### config.mk
export PLATFORM = sky130hd
export DESIGN_NAME = lcd_bus_scheduler
export DESIGN_NICKNAME = d
export VERILOG_FILES = /design/src/rtl/lcd_pkg.sv /design/src/rtl/lcd_rr_arb2.sv /design/src/rtl/lcd_bus_scheduler.sv
export SDC_FILE = /design/constraint.sdc
export NUM_CORES = 1
export LEC_CHECK = 0
export CORE_UTILIZATION = 40
export DETAILED_ROUTE_END_ITERATION = 6
export GPL_TIMING_DRIVEN = 1
export SLEW_MARGIN = 0
export SYNTH_ARGS = -nofsm -noshare
export SYNTH_HDL_FRONTEND = slang
export SYNTH_HIERARCHICAL = 1
export SYNTH_SLANG_ARGS = --single-unit
### constraint.sdc
create_clock -name clk -period 3.27 [get_ports clk]
set_clock_uncertainty 0.1 [all_clocks]
set_input_delay 0.654 -clock clk [delete_from_list [all_inputs] [get_ports clk]]
set_output_delay 0.654 -clock clk [all_outputs]
set_load 0.02 [all_outputs]
### src/rtl/lcd_pkg.sv
// Shared HD44780 command constants, default bus timing and scheduler state encoding.
package lcd_pkg;

  // HD44780 instruction bytes (written with rs=0)
  localparam logic [7:0] CMD_CLEAR        = 8'h01;
  localparam logic [7:0] CMD_HOME         = 8'h02;
  localparam logic [7:0] CMD_ENTRY_MODE   = 8'h06;
  localparam logic [7:0] CMD_DISPLAY_ON   = 8'h0C;
  localparam logic [7:0] CMD_FUNCTION_SET = 8'h38;

  // Default timing in clk cycles
  localparam int DEF_SETUP_CYC = 2;
  localparam int DEF_PULSE_CYC = 50;
  localparam int DEF_CMD_CYC   = 2000;
  localparam int DEF_CLEAR_CYC = 90000;

  // Scheduler state encoding
  localparam logic [2:0] S_INIT  = 3'd0;
  localparam logic [2:0] S_IDLE  = 3'd1;
  localparam logic [2:0] S_SETUP = 3'd2;
  localparam logic [2:0] S_PULSE = 3'd3;
  localparam logic [2:0] S_WAIT  = 3'd4;

  // Clear and home are the slow instructions; everything else uses the short wait.
  function automatic logic is_long_cmd(input logic rs, input logic [7:0] data);
    return !rs && ((data == CMD_CLEAR) || (data == CMD_HOME));
  endfunction

endpackage

### src/rtl/lcd_rr_arb2.sv
// Two-way round-robin arbiter: on a tie the requester not granted last wins.
module lcd_rr_arb2 (
  input  logic [1:0] valid_i,
  input  logic       last_i,   // 1 = requester 1 was granted last
  output logic [1:0] grant_o
);

  // One-hot grant; a lone requester always wins, ties go against the last winner
  assign grant_o[0] = valid_i[0] & (~valid_i[1] | last_i);
  assign grant_o[1] = valid_i[1] & (~valid_i[0] | ~last_i);

endmodule

### src/rtl/lcd_bus_scheduler.sv
// Shares the HD44780 write bus between the init sequencer and two requesters,
// generating setup / enable pulse / post-write wait timing for each byte.
module lcd_bus_scheduler
  import lcd_pkg::*;
#(
  parameter int SETUP_CYC = DEF_SETUP_CYC,
  parameter int PULSE_CYC = DEF_PULSE_CYC,
  parameter int CMD_CYC   = DEF_CMD_CYC,
  parameter int CLEAR_CYC = DEF_CLEAR_CYC
) (
  input  logic       clk,
  input  logic       rst_n,
  input  logic [7:0] init_data,
  input  logic       init_rs,
  input  logic       init_e,
  input  logic       init_done,
  input  logic       req0_valid,
  input  logic       req0_rs,
  input  logic [7:0] req0_data,
  output logic       req0_ready,
  input  logic       req1_valid,
  input  logic       req1_rs,
  input  logic [7:0] req1_data,
  output logic       req1_ready,
  output logic [7:0] lcd_data,
  output logic       lcd_rs,
  output logic       lcd_rw,
  output logic       lcd_e,
  output logic       busy
);

  // Counter reload values: a phase of N cycles loads N-1 and counts down to 0
  localparam logic [31:0] SETUP_LD = 32'(SETUP_CYC - 1);
  localparam logic [31:0] PULSE_LD = 32'(PULSE_CYC - 1);
  localparam logic [31:0] CMD_LD   = 32'(CMD_CYC - 1);
  localparam logic [31:0] CLEAR_LD = 32'(CLEAR_CYC - 1);

  logic [2:0]  state_q, state_d;
  logic [31:0] cnt_q, cnt_d;
  logic [7:0]  data_q, data_d;
  logic        rs_q, rs_d;
  logic        last_q, last_d;
  logic [1:0]  grant;
  logic        in_idle;

  lcd_rr_arb2 u_arb (
    .valid_i ({req1_valid, req0_valid}),
    .last_i  (last_q),
    .grant_o (grant)
  );

  assign in_idle    = (state_q == S_IDLE);
  assign req0_ready = in_idle & grant[0];
  assign req1_ready = in_idle & grant[1];
  assign busy       = ~in_idle;
  assign lcd_rw     = 1'b0;

  // Bus mux: the init sequencer owns the pins until init_done, then the latched byte
  always_comb begin
    lcd_data = data_q;
    lcd_rs   = rs_q;
    lcd_e    = (state_q == S_PULSE);
    if (state_q == S_INIT) begin
      lcd_data = init_data;
      lcd_rs   = init_rs;
      lcd_e    = init_e;
    end
  end

  // Next-state logic: accept in IDLE, then SETUP -> PULSE -> WAIT, each counter-timed
  always_comb begin
    state_d = state_q;
    cnt_d   = cnt_q;
    data_d  = data_q;
    rs_d    = rs_q;
    last_d  = last_q;
    case (state_q)
      S_INIT: begin
        if (init_done) state_d = S_IDLE;
      end
      S_IDLE: begin
        if (req0_ready) begin
          data_d  = req0_data;
          rs_d    = req0_rs;
          last_d  = 1'b0;
          state_d = S_SETUP;
          cnt_d   = SETUP_LD;
        end else if (req1_ready) begin
          data_d  = req1_data;
          rs_d    = req1_rs;
          last_d  = 1'b1;
          state_d = S_SETUP;
          cnt_d   = SETUP_LD;
        end
      end
      S_SETUP: begin
        if (cnt_q == 32'd0) begin
          state_d = S_PULSE;
          cnt_d   = PULSE_LD;
        end else begin
          cnt_d = cnt_q - 32'd1;
        end
      end
      S_PULSE: begin
        if (cnt_q == 32'd0) begin
          state_d = S_WAIT;
          cnt_d   = is_long_cmd(rs_q, data_q) ? CLEAR_LD : CMD_LD;
        end else begin
          cnt_d = cnt_q - 32'd1;
        end
      end
      S_WAIT: begin
        if (cnt_q == 32'd0) begin
          state_d = S_IDLE;
        end else begin
          cnt_d = cnt_q - 32'd1;
        end
      end
      default: begin
        state_d = S_INIT;
        cnt_d   = 32'd0;
      end
    endcase
  end

  // State registers; reset hands the bus back to the init sequencer immediately
  always_ff @(posedge clk or negedge rst_n) begin
    if (!rst_n) begin
      state_q <= S_INIT;
      cnt_q   <= 32'd0;
      data_q  <= 8'h00;
      rs_q    <= 1'b0;
      last_q  <= 1'b1;
    end else begin
      state_q <= state_d;
      cnt_q   <= cnt_d;
      data_q  <= data_d;
      rs_q    <= rs_d;
      last_q  <= last_d;
    end
  end

endmodule

==> out/metrics.csv <==
stage,metric,value,unit
route,post-route-drc-count,0,
timing,fmaxAchievable,0.323,GHz
placed_design,place.gp.congestion,0.832,
die,row_count,31,
global_route,met2_usage,35.9,%
global_route,use_met3,3.36,%
worst_setup_path,cp.required,2.52,ns
power_and_ir_drop,leakage,1.39,nW
worst_setup_path,crit_path_start,req1_valid,
job,max_cap_viol_count,0,
timing,tns,0,ns
clocking,hold_buffers,0,
worst_setup_path,cpMostUsedCell,clkdlybuf4s50_1,
clocking,ctsLongestPathBuffers,2,
route,dr_total_vias,2875,
logic_synthesis,synth_cell_type_count,64,
global_route,grt.busiest_layer,met2,
die,dieArea,7790,µm²
layout,drive_above_1_share,11.3,%
layout,final_core_util,50.5,%
clocking,cts_resized,0,
worst_setup_path,reg2reg_slack,0.38,ns
global_route,grt_usage,22.1,%
route,drt-pass1-iter-count,5,
status,status,"finished, final reports clean",
layout,final_cell_mix,"dfrtp_1, clkdlybuf4s50_1, a21oi_1, nand2_1, o31ai_1",
logic_synthesis,async_flop_share,100,%
layout,final_area,3650,µm²
global_route,grt_max_degree,46,
logic_synthesis,avgSynthCellArea,8.94,µm²
global_route,grt_overflow,0,
clocking,ctsRootBufferMaster,clkbuf_8,
worst_setup_path,worstPathArrival,2.34,ns
timing,tightestPinTransition,1.00,ns
logic_synthesis,yosysWarnings,6,
logic_synthesis,yosysTopAreaCell,dfrtp_1,
layout,nets,416,
logic_synthesis,synth_top_cell_area_share,37.0,%
route,first_iter_violations,243,
power_and_ir_drop,power_density,274,nW/µm²
worst_setup_path,crit_chain,clkdlybuf4s50_1 -> a21boi_0 -> and3_1 -> clkdlybuf4s50_1,
timing,hold_violations,0,
timing,relSlewSlack,33.1,%
clocking,h-tree-depth,2,
placed_design,dpl-instance-area,3540,µm²
worst_setup_path,worstSetupPathType,in -> out,
timing,final_max_slew_viol_count,0,
logic_synthesis,ys_ff_latch,45,
timing,period_share,94.7,%
die,die_x,88.3,µm
worst_setup_path,r2r-start,cnt_q[0],
worst_setup_path,end_kind,primary output,
layout,area_delta_synth_final,22.4,%
logic_synthesis,synthCells,333,
worst_setup_path,critical_path.max_fanout,3,
clocking,post_cts_buffers,0,
worst_setup_path,max_stage_delay,0.62,ns
worst_setup_path,slowest_stage,clkdlybuf4s50_1,
die,pin_count,47,
die,die_y,88.3,µm
layout,diodes,0,
clocking,clock_sinks,45,
global_route,grt_pass1_wl,13400,µm
route,wire_per_inst,16.7,µm
logic_synthesis,syn_nets,368,
clocking,cts_tree,done,
min_path,hold_class,in -> async,
power_and_ir_drop,ir_drop,0.000120,V
logic_synthesis,ys.flop_type,dfrtp_1,
logic_synthesis,syn_area,2980,µm²
logic_synthesis,synth-edff-count,0,
route,ant_nets,0,
worst_setup_path,worstRegToRegCells,7,
global_route,grt_pass1_vias,2706,
timing,min_period,3.10,ns
die,initial_core_util,41.3,%
clocking,numCtsBuffers,5,
logic_synthesis,ys_top_cells_by_area,"dfrtp_1, a21oi_1, o31ai_1, or4_1, nand2_1",
timing,setup_viol,0,
die,core_area,7210,µm²
route,viasPerCell,5.98,
global_route,antenna_found_initial,0,
logic_synthesis,ys_seq_area_share,37.9,%
global_route,use_met1,30.7,%
clocking,clkLatencyLatePin,0.30,ns
placed_design,dp_hpwl,5900,µm
placed_design,portBuffers,45,
worst_setup_path,start_kind,input pin,
route,drt-total-wl,8060,µm
clocking,clk_pin_slew,0.09,ns
timing,rsz0062_at_grt,no,
-- cell usage after synthesis (8+ instances only) --
cell type and number:
nand2_1 29, mux2_2 9, or4_1 15, nor4_1 12
nor3_1 12, o31ai_1 16, a21oi_1 30, mux2i_1 9
dfrtp_1 44, nand3_1 11, o21ai_0 15, clkbuf_1 8
nor2_1 14
-- layout make-up --
type,count,area (µm²)
inverter,7,26.3
tap,99,124
multi-input combinational,265,1730
timing repair buffer,57,536
fill,727,3570
clock inverter,1,5.00
clock buffer,7,96.3
sequential,45,1130
-- sequential cells by signal (all words and copies together) (netlist names) --
signal and flops:
state_q 3, rs_q 1, data_q 8, last_q 1, cnt_q 32
-- path summary, 6_finish.rpt --
path / endpoint
worst max-delay path: req1_ready
worst min-delay path: cnt_q[17]
worst max register to register: cnt_q[22]
worst min register to register: last_q
max in group asynchronous: cnt_q[1]
min in group clk: last_q
-- critical path: cells and delay by family --
| kind | cells | cell delay (ns) |
|---|---|---|
| AOI/OAI and AO/OA | 1 | 0.33 |
| and+or+nand+nor | 1 | 0.27 |
| buffers and inverters | 2 | 1.09 |
-- kinds of logic after synthesis --
logic type	share of synthesized area, %
multiplexers	6.43
flip-flops	37.9
other	0.126
AO/OA/AOI/OAI	22.9
buffers and inverters	4.16
XOR/XNOR	0.588
AND/OR/NAND/NOR	27.1
adder cells (fa/ha/maj)	0.840
-- report_power, final --
part / switching (mW) / internal (mW) / leakage (nW) / total (mW)
clock network: 0.197 / 0.191 / 0.0542 / 0.389
registers: 0 / 0.556 / 0.570 / 0.556
logic: 0.0192 / 0.0348 / 0.763 / 0.0540
total: 0.216 / 0.782 / 1.39 / 0.999
-- layer usage --
metal | up-vias | part of all wire [%]
met3 | 10 | 6.0
met4 | 0 | 1.3
met1 | 1372 | 46
met2 | 91 | 47
met5 | - | 0
li1 | 1402 | -
-- through the flow --
| stage | cells | total power [mW] | worst slack, ns | hold slack, ns |
|---|---|---|---|---|
| after floorplan | 333 | 0.573 | 0.719 | 0.258 |
| after global placement | 473 | 0.623 | 0.201 | 0.393 |
| after detailed placement | 473 | 0.622 | 0.109 | 0.405 |
| after CTS | 481 | 1.01 | 0.168 | 0.419 |
| after global routing | 481 | 1.03 | 0.0681 | 0.433 |
| final | 481 | 0.999 | 0.175 | 0.411 |
Note: power is estimated with default switching activity, not from simulation.
